### config.mk
export PLATFORM = sky130hd
export DESIGN_NAME = apb_master_bridge_flat
export DESIGN_NICKNAME = d
export VERILOG_FILES = /design/src/rtl/apb_pkg.sv /design/src/rtl/apb_master_bridge_if.sv /design/src/rtl/apb_addr_decoder.sv /design/src/rtl/apb_master_bridge.sv /design/src/flat_wrapper.sv
export SDC_FILE = /design/constraint.sdc
export NUM_CORES = 1
export LEC_CHECK = 0
export BUFFER_PORTS_ARGS = -buffer_cell sky130_fd_sc_hd__buf_2
export CAP_MARGIN = 5
export CORE_AREA = 2 2 119 121
export CTS_CLUSTER_SIZE = 8
export DETAILED_ROUTE_END_ITERATION = 8
export DIE_AREA = 0 0 121 123
export PLACE_DENSITY = 0.84
export SLEW_MARGIN = 20
export SYNTH_ARGS = -nofsm -noshare
export SYNTH_HDL_FRONTEND = slang
export SYNTH_SLANG_ARGS = --single-unit
### constraint.sdc
create_clock -name PCLK -period 2.9 [get_ports PCLK]
set_input_delay 0 -clock PCLK [delete_from_list [all_inputs] [get_ports PCLK]]
set_output_delay 0 -clock PCLK [all_outputs]
set_load 0.01 [all_outputs]
### src/rtl/apb_pkg.sv
// Shared types and address-map constants for the APB master bridge.
package apb_pkg;

    // Bridge sequencing states: idle, APB setup phase, APB access phase,
    // and the single response cycle towards the core.
    typedef enum logic [1:0] {
        IDLE   = 2'd0,
        SETUP  = 2'd1,
        ACCESS = 2'd2,
        RESP   = 2'd3
    } apb_state_t;

    typedef logic [31:0] apb_word_t;

    // Slave i lives at APB_BASE + i * (1 << SLAVE_STRIDE_LOG2).
    localparam apb_word_t APB_BASE          = 32'h1000_0000;
    localparam int        SLAVE_STRIDE_LOG2 = 12;

endpackage

### src/rtl/apb_master_bridge_if.sv
// APB bus bundle between the bridge (master) and its peripherals (slave).
interface apb_master_bridge_if
    import apb_pkg::*;
#(
    parameter int N_SLAVES = 4
);
    apb_word_t           PADDR;
    logic                PWRITE;
    logic                PENABLE;
    apb_word_t           PWDATA;
    logic [N_SLAVES-1:0] PSEL;
    apb_word_t           PRDATA [N_SLAVES];
    logic [N_SLAVES-1:0] PREADY;

    modport master (
        output PADDR,
        output PWRITE,
        output PENABLE,
        output PWDATA,
        output PSEL,
        input  PRDATA,
        input  PREADY
    );

    modport slave (
        input  PADDR,
        input  PWRITE,
        input  PENABLE,
        input  PWDATA,
        input  PSEL,
        output PRDATA,
        output PREADY
    );
endinterface

### src/rtl/apb_addr_decoder.sv
// Combinational APB address decoder: maps a byte address onto one of
// N_SLAVES 4 KiB windows starting at APB_BASE.
module apb_addr_decoder
    import apb_pkg::*;
#(
    parameter int N_SLAVES = 4
) (
    input  apb_word_t           addr,
    output logic                hit,
    output logic [N_SLAVES-1:0] sel
);
    localparam int PAGE_W = 32 - SLAVE_STRIDE_LOG2;

    logic [PAGE_W-1:0] page_off;
    // The byte offset inside a window belongs to the slave, not the decoder.
    logic              unused_low_bits;

    assign unused_low_bits = ^addr[SLAVE_STRIDE_LOG2-1:0];

    // Window offset relative to APB_BASE; wrap-around makes addresses below
    // the base look huge, so a single unsigned compare covers both ends.
    always_comb begin
        page_off = addr[31:SLAVE_STRIDE_LOG2] - APB_BASE[31:SLAVE_STRIDE_LOG2];
        hit      = (page_off < PAGE_W'(N_SLAVES));
        sel      = '0;
        for (int i = 0; i < N_SLAVES; i++) begin
            if (hit && (page_off == PAGE_W'(i))) begin
                sel[i] = 1'b1;
            end
        end
    end

endmodule

### src/rtl/apb_master_bridge.sv
// Bridges the core's single-request data port onto the APB bus: sequences
// SETUP/ACCESS, waits on the selected slave's PREADY with a timeout, and
// hands back read data with a one-cycle ready/err strobe.
module apb_master_bridge
    import apb_pkg::*;
#(
    parameter int N_SLAVES = 4,
    parameter int TIMEOUT  = 255
) (
    input  logic                PCLK,
    input  logic                PRESET,
    input  logic                transfer,
    input  logic                write,
    input  apb_word_t           addr,
    input  apb_word_t           wdata,
    output apb_word_t           rdata,
    output logic                ready,
    output logic                err,
    apb_master_bridge_if.master apb
);
    localparam logic [7:0] TIMEOUT_CNT = 8'(TIMEOUT);

    apb_state_t          state_q;
    apb_state_t          state_d;

    // Request registers; PADDR/PWDATA/PWRITE are driven straight from these
    // so they keep their last value while the bus is idle.
    apb_word_t           paddr_q;
    apb_word_t           pwdata_q;
    logic                pwrite_q;
    logic [N_SLAVES-1:0] sel_q;

    // Response registers, presented to the core only during RESP.
    apb_word_t           rdata_q;
    logic                err_q;

    logic [7:0]          wait_q;
    logic [7:0]          wait_inc;

    logic                dec_hit;
    logic [N_SLAVES-1:0] dec_sel;

    logic                latch_req;
    logic                clr_wait;
    logic                inc_wait;
    logic                cap_rsp;
    logic                rsp_err;
    apb_word_t           rsp_rdata;

    logic                slave_ready;
    apb_word_t           slave_rdata;

    apb_addr_decoder #(
        .N_SLAVES (N_SLAVES)
    ) u_addr_decoder (
        .addr (addr),
        .hit  (dec_hit),
        .sel  (dec_sel)
    );

    assign wait_inc = wait_q + 8'd1;

    // Observe only the latched slave's PREADY/PRDATA; every other slave is masked.
    always_comb begin
        slave_ready = 1'b0;
        slave_rdata = '0;
        for (int i = 0; i < N_SLAVES; i++) begin
            slave_ready = slave_ready | (apb.PREADY[i] & sel_q[i]);
            slave_rdata = slave_rdata | (apb.PRDATA[i] & {32{sel_q[i]}});
        end
    end

    // State register with synchronous active-low reset.
    always_ff @(posedge PCLK) begin
        if (!PRESET) begin
            state_q <= IDLE;
        end else begin
            state_q <= state_d;
        end
    end

    // Next-state decode, datapath enables and bus/core outputs.
    always_comb begin
        state_d     = state_q;
        latch_req   = 1'b0;
        clr_wait    = 1'b0;
        inc_wait    = 1'b0;
        cap_rsp     = 1'b0;
        rsp_err     = 1'b0;
        rsp_rdata   = '0;

        apb.PSEL    = '0;
        apb.PENABLE = 1'b0;
        ready       = 1'b0;
        err         = 1'b0;
        rdata       = '0;

        case (state_q)
            IDLE: begin
                if (transfer) begin
                    latch_req = 1'b1;
                    if (dec_hit) begin
                        clr_wait = 1'b1;
                        state_d  = SETUP;
                    end else begin
                        // Decode miss never touches the bus.
                        cap_rsp = 1'b1;
                        rsp_err = 1'b1;
                        state_d = RESP;
                    end
                end
            end

            SETUP: begin
                apb.PSEL = sel_q;
                state_d  = ACCESS;
            end

            ACCESS: begin
                apb.PSEL    = sel_q;
                apb.PENABLE = 1'b1;
                if (slave_ready) begin
                    // A late PREADY still wins over a timeout in the same cycle.
                    cap_rsp   = 1'b1;
                    rsp_rdata = pwrite_q ? '0 : slave_rdata;
                    state_d   = RESP;
                end else if (wait_inc == TIMEOUT_CNT) begin
                    cap_rsp = 1'b1;
                    rsp_err = 1'b1;
                    state_d = RESP;
                end else begin
                    inc_wait = 1'b1;
                end
            end

            RESP: begin
                ready   = 1'b1;
                err     = err_q;
                rdata   = rdata_q;
                state_d = IDLE;
            end

            default: begin
                state_d = IDLE;
            end
        endcase
    end

    // Request latch, wait counter and response capture.
    always_ff @(posedge PCLK) begin
        if (!PRESET) begin
            paddr_q  <= '0;
            pwdata_q <= '0;
            pwrite_q <= 1'b0;
            sel_q    <= '0;
            wait_q   <= '0;
            rdata_q  <= '0;
            err_q    <= 1'b0;
        end else begin
            if (latch_req) begin
                paddr_q  <= addr;
                pwdata_q <= wdata;
                pwrite_q <= write;
                sel_q    <= dec_sel;
            end
            if (clr_wait) begin
                wait_q <= '0;
            end else if (inc_wait) begin
                wait_q <= wait_inc;
            end
            if (cap_rsp) begin
                rdata_q <= rsp_rdata;
                err_q   <= rsp_err;
            end
        end
    end

    assign apb.PADDR  = paddr_q;
    assign apb.PWDATA = pwdata_q;
    assign apb.PWRITE = pwrite_q;

endmodule

### src/flat_wrapper.sv
// flat-port wrapper written by rule: the top's interface ports become plain ports
module apb_master_bridge_flat import apb_pkg::*;
#(
    parameter int N_SLAVES = 4,
    parameter int TIMEOUT  = 255
)
  (PCLK, PRESET, transfer, write, addr, wdata, rdata, ready, err, apb_PADDR, apb_PWRITE, apb_PENABLE, apb_PWDATA, apb_PSEL, apb_PRDATA, apb_PREADY);
  apb_master_bridge_if #(.N_SLAVES(N_SLAVES)) apb_i ();
  input  logic PCLK;
  input  logic PRESET;
  input  logic transfer;
  input  logic write;
  input  apb_word_t addr;
  input  apb_word_t wdata;
  output apb_word_t rdata;
  output logic ready;
  output logic err;
  output wire logic [$bits(apb_i.PADDR)-1:0] apb_PADDR;
  output wire logic [$bits(apb_i.PWRITE)-1:0] apb_PWRITE;
  output wire logic [$bits(apb_i.PENABLE)-1:0] apb_PENABLE;
  output wire logic [$bits(apb_i.PWDATA)-1:0] apb_PWDATA;
  output wire logic [$bits(apb_i.PSEL)-1:0] apb_PSEL;
  input wire logic [$bits(apb_i.PRDATA)-1:0] apb_PRDATA;
  input wire logic [$bits(apb_i.PREADY)-1:0] apb_PREADY;
  assign apb_PADDR = apb_i.PADDR;
  assign apb_PWRITE = apb_i.PWRITE;
  assign apb_PENABLE = apb_i.PENABLE;
  assign apb_PWDATA = apb_i.PWDATA;
  assign apb_PSEL = apb_i.PSEL;
  assign apb_i.PRDATA = {>>{apb_PRDATA}};
  assign apb_i.PREADY = apb_PREADY;
  apb_master_bridge #(.N_SLAVES(N_SLAVES), .TIMEOUT(TIMEOUT)) u_core (.PCLK(PCLK), .PRESET(PRESET), .transfer(transfer), .write(write), .addr(addr), .wdata(wdata), .rdata(rdata), .ready(ready), .err(err), .apb(apb_i));
endmodule
==> results of run 1 <==
-- power breakdown --
| part | leakage (nW) | switching (mW) | internal, mW |
|---|---|---|---|
| Clock | 0.151 | 0.647 | 0.639 |
| Sequential | 0.912 | 0.110 | 1.73 |
| Combinational | 2.97 | 0.713 | 0.480 |
-- cells by family (layout without fill, tap and decap cells) --
| group | Yosys count | count (layout) | share of synthesized area [%] |
|---|---|---|---|
| flops | 112 | 112 | 41.9 |
| fa+ha+maj | 5 | 5 | 1.17 |
| xor+xnor | 3 | 3 | 0.491 |
| other cells | 0 | 5 | 0 |
| compound gates | 194 | 194 | 25.9 |
| buf+inv | 60 | 487 | 4.63 |
| simple gates | 308 | 308 | 25.9 |
-- timing repair --
action	CTS	global route
hold endpoints to repair	98	0
hold buffers	152	0
gates resized for setup	0	0
-- through the flow --
| stage | std cells | setup slack (ps) | util [%] | hold slack (ps) |
|---|---|---|---|---|
| 6_report | 1294 | 152 | 64.6 | 15.1 |
| 5_1_grt | 1293 | 38.1 | 64.6 | 67.3 |
| 4_1_cts | 1289 | 280 | 64.5 | 9.13 |
| 3_5_place_dp | 1121 | 501 | 51.1 | 258 |
| 3_3_place_gp | 1121 | 571 | 51.1 | 250 |
| 2_1_floorplan | 682 | 839 | - | 145 |
-- tightest hold or removal path: stages --
cell,delay [ps]
buf_2,80
a22oi_1,50
nand2_1,90
nand2_1,50
o21ai_0,60
-- sequential cells by signal, summed over array words and instances, names as in the netlist --
signal and flops:
u_core.apb.PADDR 32, u_core.apb.PWDATA 32, u_core.apb.PWRITE 1, u_core.err_q 1, u_core.rdata_q 32, u_core.sel_q 4
u_core.state_q 2, u_core.wait_q 8
-- final timing paths --
| kind | end | slack, ps | depth (start not counted) |
|---|---|---|---|
| max | u_core.rdata_q[12]$_SDFFE_PN0P_ | 150 | 7 |
| min | u_core.rdata_q[31]$_SDFFE_PN0P_ | 20 | 5 |
| max reg2reg | u_core.rdata_q[12]$_SDFFE_PN0P_ | 150 | 7 |
| min reg2reg | u_core.apb.PWDATA[20]$_SDFFE_PN0P_ | 460 | 2 |
-- per-layer routing --
layer  vias to the layer above  global-route usage (%)  part of all wire (%)
li1                       3207                       -                     -
met1                      3214                    31.5                    36
met2                       433                    49.1                    48
met3                       112                    9.96                    10
met4                         0                    20.5                   5.8
met5                         -                       0                     0
-- cells in the final DEF, fill, tap and decap left out, types with 4 or more instances in the layout --
cell type        n
dlygate4sd3_1  152
nand3_1         36
nor4_1           4
a21oi_1          4
nand2_1        205
diode_2          5
a21boi_0        70
dfxtp_1        112
and2_1          37
a22oi_1         66
clkbuf_16        9
o21ai_0         35
ha_1             5
nor2_1           4
buf_4           12
nand4_1          4
inv_1            4
buf_2          303
inv_8            4
o21ai_1          4
-- layout make-up --
cell class | instances | share of cell area [%]
well taps | 180 | 2.56
clock buffers | 10 | 2.72
repair buffers | 467 | 35.6
clock inverters | 6 | 0.711
diodes | 5 | 0.142
inverters | 4 | 0.171
flip-flops and latches | 112 | 25.5
multi-input cells | 510 | 32.7
==> flow_summary.toml, run 1 <==
[setup_path]
slowest_delay_ps = 780
arrival_ps = 3040
start_kind = "flop"
cp_slowest_cell = "dfxtp_1"
worstReg2RegStart = "u_core.sel_q[2]$_SDFFE_PN0P_"
cp-end-kind = "flop"
critPathLaunch = "u_core.sel_q[2]$_SDFFE_PN0P_"
cp_data_required_time_ps = 3190
worstPathMaxFanout = 20
crit_chain = "buf_4 > a22oi_1 > dlygate4sd3_1 > nand2_1 > dlygate4sd3_1 > nand2_1 > o21ai_0"
path_class = "reg2reg"
cp_num_buf_inv = 3
crit_family = "buffers and inverters"

[clocking]
tritoncts = "built"
cts_sinks = 112
post_cts_buffers = 0
numCtsBuffers = 9
clock_path_buffers = 2
clock_latency_ps = 360
ctsHtreeMaxLevel = 3
cts-root-buf = "clkbuf_16"
clk_pin_slew_ps = 90

[synthesis]
synth_area_leaders = "dfxtp_1 42%, nand2_1 14%, a21boi_0 9.8%, a22oi_1 9.3%, and2_1 4.4%"
synth_flop_cell = "dfxtp_1"
synth_cells = 682
ys_seq_elements = 112
syn_area_sq_um = 5350
synth-edff-count = 0
yosys-top-cells-count = "206 x nand2_1, 112 x dfxtp_1, 70 x a21boi_0"
avgSynthCellArea_sq_um = 7.84
synth_cell_types = 42
synth_top_area_share_pct = 41.9
mappedNetlistNets = 887
yosysSeqAreaShare_pct = 41.9
synth.most_common_cell = "nand2_1"
yosysWarnings = 0
async_reset_ff_share_pct = 0
synth_top_area_cell = "dfxtp_1"

[finish]
multiInputGateArea_sq_um = 2870
drive_gt1_share_pct = 31.3
area_growth_pct = 64.4
finalInstanceArea_sq_um = 8800
n_fill_cell = 1014
register_area_sq_um = 2240
nets = 1309

[drt]
drc = 0
drt_iter0_drc = 577
drt-total-wl_mm = 23.0
route.vias.total = 6966
via_per_inst = 5.38
detail-route-antenna-nets = 0
wl_per_cell_microns = 17.7
dr.pass1.iters = 5

[global_route]
grt_usage_pct = 29.4
overflow = 0
antenna_found_initial = 4
grt_pass1_wl_mm = 34.4
grt_max_degree = 65
grt_pass1_vias = 6937

[timing]
tightest_slew_ps = 733
min_period_ps = 2750
finalSetupTns_ps = 0
slew_viol_final = 0
layout_worst_path_cycle_share_pct = 94.7
clock_skew_ps = 13.7
finalHoldViolCount = 0
relSlewSlack_pct = 51.0
rsz0062_at_grt = "false"
max_clock_freq_mhz = 364
setup_viol = 0

[floorplanning]
die_w_microns = 121
die_y_microns = 123
initial_core_util_pct = 39.3
core-area_sq_um = 13600
rows = 43
ioPinCount = 304
die_area_sq_um = 14900

[place]
gp_congestion = 0.843
dpl_cell_area_sq_um = 6960
dpl.hpwl_mm = 12.8
io_buffers = 303

[power_and_ir_drop]
p_leak_nw = 4.04
p_total_mw = 4.31
power_density_nw_per_um2 = 490
peakVddDrop_uv = 338

[hold_path]
min-delay-start = "apb_PRDATA[63]"
min_path_type = "in2reg"

[flow_run]
maxCapViolCount = 0

[status]
status = "completed"
(Power assumes the default switching activity.)
==> inputs of run 2 (changes only) <==
- PLACE_DENSITY: 0.84 -> 0.83
==> run 2 against run 1 <==
Compared with the run above: flip-flop and latch count is the same; critical path type unchanged; cell count shrank 0.93%; register-to-register slack gained 130 ps; die area is the same; global-route usage shrank 1.9 points; largest power group unchanged; clock power is essentially flat; non-clock buffer count shrank 7; sequential power is essentially flat; first-iteration DRC count shrank 14%; fmax grew 5.2%.
==> flow_summary.toml, run 2 (synthesis results as in run 1) <==
[power_and_ir_drop]
p_leak_nw = 4.01
p_total_mw = 4.33
peakVddDrop_uv = 439
power_density_nw_per_um2 = 496

[finish]
area_growth_pct = 63.0
diodes = 0
final_cell_mix = "303 x buf_2, 205 x nand2_1, 145 x dlygate4sd3_1, 112 x dfxtp_1, 70 x a21boi_0"
final_common_cell = "buf_2"
nets = 1302
drive_gt1_share_pct = 31.5
final_util_pct = 64.1

[clocking]
clock_path_buffers = 2
cts-root-buf = "clkbuf_16"
post_cts_buffers = 0
tritoncts = "built"
ctsResizeCount = 0
numCtsBuffers = 9
clock_latency_ps = 350
clk_pin_slew_ps = 80
cts_sinks = 112
ctsHtreeMaxLevel = 3
cts_hold_buffers = 145

[place]
dpl.hpwl_mm = 12.5
gp_congestion = 0.843
io_buffers = 303
dp_worst_setup_slack_ps = 465

[setup_path]
cp_slowest_cell = "dfxtp_1"
crit_chain = "buf_4 > a22oi_1 > dlygate4sd3_1 > nand2_1 > dlygate4sd3_1 > nand2_1 > o21ai_0"
path_class = "reg2reg"
rr_worst_depth = 7
cp-end-kind = "flop"
arrival_ps = 2890
cp_num_buf_inv = 3
cp_data_required_time_ps = 3180
start_kind = "flop"
crit_family = "buffers and inverters"
worstPathMaxFanout = 21
critical_path_depth = 7
slowest_delay_ps = 730

[floorplanning]
die_w_microns = 121
ioPinCount = 304
core-area_sq_um = 13600
die_area_sq_um = 14900
rows = 43
initial_core_util_pct = 39.3
die_y_microns = 123

[timing]
max_clock_freq_mhz = 383
clock_skew_ps = 9.31
hold_ws_ps = 17.0
setup_viol = 0
rsz0062_at_grt = "false"
finalHoldViolCount = 0
layout_worst_path_cycle_share_pct = 90.1
tightest_slew_ps = 728
min_period_ps = 2610
relSlewSlack_pct = 51.5
fin_ws_ps = 287
slew_viol_final = 0
finalSetupTns_ps = 0

[drt]
drt_iter0_drc = 496
wl_per_cell_microns = 17.0
drt-total-wl_mm = 21.8
detail-route-antenna-nets = 0
via_per_inst = 5.26
drc = 0
route.vias.total = 6746
dr.pass1.iters = 5

[global_route]
grt_pass1_vias = 6569
antenna_found_initial = 2
overflow = 0
grt_usage_pct = 27.5
grt_pass1_wl_mm = 32.3
grt_max_degree = 72

[flow_run]
maxCapViolCount = 0

[hold_path]
holdPathStages = 5
min_path_type = "in2reg"

[status]
status = "completed"
## run 2: worst reg2reg max path, cell delays in order (launching register included)
cell           delay (ps)
dfxtp_1               730
buf_4                 380
a22oi_1               130
dlygate4sd3_1         570
nand2_1                60
dlygate4sd3_1         550
nand2_1                50
o21ai_0                80
## run 2: metrics by stage
| stage | instance area (sq um) | std cells |
|---|---|---|
| global placement | 6960 | 1121 |
| CTS | 8720 | 1282 |
| global route | 8720 | 1282 |
| floorplan | 5350 | 682 |
| finish | 8720 | 1282 |
| detailed placement | 6960 | 1121 |
## run 2: routing by layer
layer,track usage (%),wire length [microns],vias to the layer above
met5,0,29,-
met4,14.8,923,4
met3,7.56,1900,71
met2,49.4,10800,370
met1,29.3,8080,3111
li1,-,-,3190
## run 2: power by group
part | leakage (nW) | switching [mW] | total [mW] | internal, mW
Sequential | 0.912 | 0.111 | 1.84 | 1.73
Combinational | 2.95 | 0.707 | 1.19 | 0.480
Clock | 0.149 | 0.616 | 1.30 | 0.688
## run 2: worst paths after layout
check                                                        from                           endpoint  slack (ps)
worst max-delay path                 u_core.sel_q[2]$_SDFFE_PN0P_     u_core.rdata_q[9]$_SDFFE_PN0P_         290
worst min-delay path                              apb_PRDATA[101]     u_core.rdata_q[5]$_SDFFE_PN0P_          20
worst max register to register       u_core.sel_q[2]$_SDFFE_PN0P_     u_core.rdata_q[9]$_SDFFE_PN0P_         290
worst min register to register  u_core.apb.PADDR[21]$_SDFFE_PN0P_  u_core.apb.PADDR[21]$_SDFFE_PN0P_         460
## run 2: cell type report
type,count,area (sq um)
Tap cell,180,225
Multi-Input combinational cell,510,2870
Clock buffer,9,225
Inverter,4,15.0
Timing Repair Buffer,460,3060
Sequential cell,112,2240
Clock inverter,7,83.8
Fill cell,1040,4890
==> inputs of run 3 (changes only) <==
- BUFFER_PORTS_ARGS: -buffer_cell sky130_fd_sc_hd__buf_2 -> unset
- CORE_AREA: 2 2 119 121 -> 2 2 120 122
- DIE_AREA: 0 0 121 123 -> 0 0 122 124
- DONT_BUFFER_PORTS: unset -> 1
- PLACE_DENSITY: 0.83 -> 0.63
==> run 3 against run 2 <==
Compared with the run above: the flow now stops in 4_1_cts; area after synthesis stayed put; synthesized cell count stayed put.
==> flow_summary.toml, run 3 <==
[synthesis]
mappedNetlistNets = 887
synth_top_area_share_pct = 41.9
yosys-top-cells-count = "206 x nand2_1, 112 x dfxtp_1, 70 x a21boi_0"
synth_cells = 682
yosysWarnings = 0
avgSynthCellArea_sq_um = 7.84
ys_seq_elements = 112
async_reset_ff_share_pct = 0
yosysSeqAreaShare_pct = 41.9
synth_cell_types = 42
synth_top_area_cell = "dfxtp_1"
syn_area_sq_um = 5350
synth_flop_cell = "dfxtp_1"
synth_area_leaders = "dfxtp_1 42%, nand2_1 14%, a21boi_0 9.8%, a22oi_1 9.3%, and2_1 4.4%"
synth-edff-count = 0
synth.most_common_cell = "nand2_1"

[floorplanning]
initial_core_util_pct = 39.0
ioPinCount = 304
die_y_microns = 124
rows = 43
die_w_microns = 122

[place]
io_buffers = 0
dpl_cell_area_sq_um = 5420
dpl.hpwl_mm = 11.6
gp_congestion = 0.773

[clocking]
post_cts_buffers = 0
numCtsBuffers = 9
ctsHtreeMaxLevel = 3
cts_sinks = 112
cts_hold_buffers = 167
clock_path_buffers = 2
cts-root-buf = "clkbuf_16"
ctsResizeCount = 0

[status]
lastStage = "4_1_cts"
stop_error = "[ERROR RSZ-0060] Max buffer count reached."
status = "aborted with a tool error"
-- run 3: cells by family after synthesis --
group / synth area share, %
xor gates and xnor gates: 0.491
buffers and inverters: 4.63
AOI/OAI and AO/OA: 25.9
and+or+nand+nor: 25.9
adders and majority gates: 1.17
DFF: 41.9
-- run 3: metrics by stage --
stage | instances | hold slack, ps | setup WS, ps
floorplan | 682 | 145 | 839
global placement | 815 | 147 | 578
detailed placement | 815 | 153 | 448
==> inputs of run 4 (changes only) <==
- CORE_AREA: 2 2 120 122 -> unset
- CORE_MARGIN: unset -> 2
- CORE_UTILIZATION: unset -> 40
- CTS_CLUSTER_SIZE: 8 -> unset
- DIE_AREA: 0 0 122 124 -> unset
- PLACE_DENSITY: 0.63 -> unset
- PLACE_DENSITY_LB_ADDON: unset -> 0.15
==> run 4 against run 3 <==
Compared with the run above: the flow again stops in 4_1_cts; synthesized cell count did not move; area after synthesis stayed put.
==> flow_summary.toml, run 4 <==
[synthesis]
synth_cell_types = 42
syn_area_sq_um = 5350
yosysWarnings = 0
synth_flop_cell = "dfxtp_1"
synth-edff-count = 0
ys_seq_elements = 112
yosysSeqAreaShare_pct = 41.9
synth_cells = 682
synth_top_area_share_pct = 41.9
async_reset_ff_share_pct = 0
yosys-top-cells-count = "206 x nand2_1, 112 x dfxtp_1, 70 x a21boi_0"
synth_area_leaders = "dfxtp_1 42%, nand2_1 14%, a21boi_0 9.8%, a22oi_1 9.3%, and2_1 4.4%"
avgSynthCellArea_sq_um = 7.84
synth_top_area_cell = "dfxtp_1"
synth.most_common_cell = "nand2_1"
mappedNetlistNets = 887

[floorplanning]
ioPinCount = 304
die_w_microns = 120
die_y_microns = 120
initial_core_util_pct = 40.7
rows = 42

[place]
dpl.hpwl_mm = 11.4
gp_congestion = 0.812
dpl_cell_area_sq_um = 5450
dp_worst_setup_slack_ps = 419
io_buffers = 0

[clocking]
numCtsBuffers = 9
cts_sinks = 112
cts_hold_buffers = 167
cts-root-buf = "clkbuf_16"
clock_path_buffers = 2
ctsResizeCount = 0
ctsHtreeMaxLevel = 3
post_cts_buffers = 0

[status]
lastStage = "4_1_cts"
status = "aborted with a tool error"
stop_error = "[ERROR RSZ-0060] Max buffer count reached."
==> run 4: cell families after synthesis <==
family,after synthesis,share of synthesized area (%)
AO/OA/AOI/OAI,194,25.9
adder cells (fa/ha/maj),5,1.17
buffers and inverters,60,4.63
XOR/XNOR,3,0.491
flip-flops,112,41.9
AND/OR/NAND/NOR,308,25.9
==> run 4: per-stage QoR <==
stage / hold slack, ps / instances
2_1_floorplan: 145 / 682
3_3_place_gp: 147 / 815
3_5_place_dp: 153 / 815
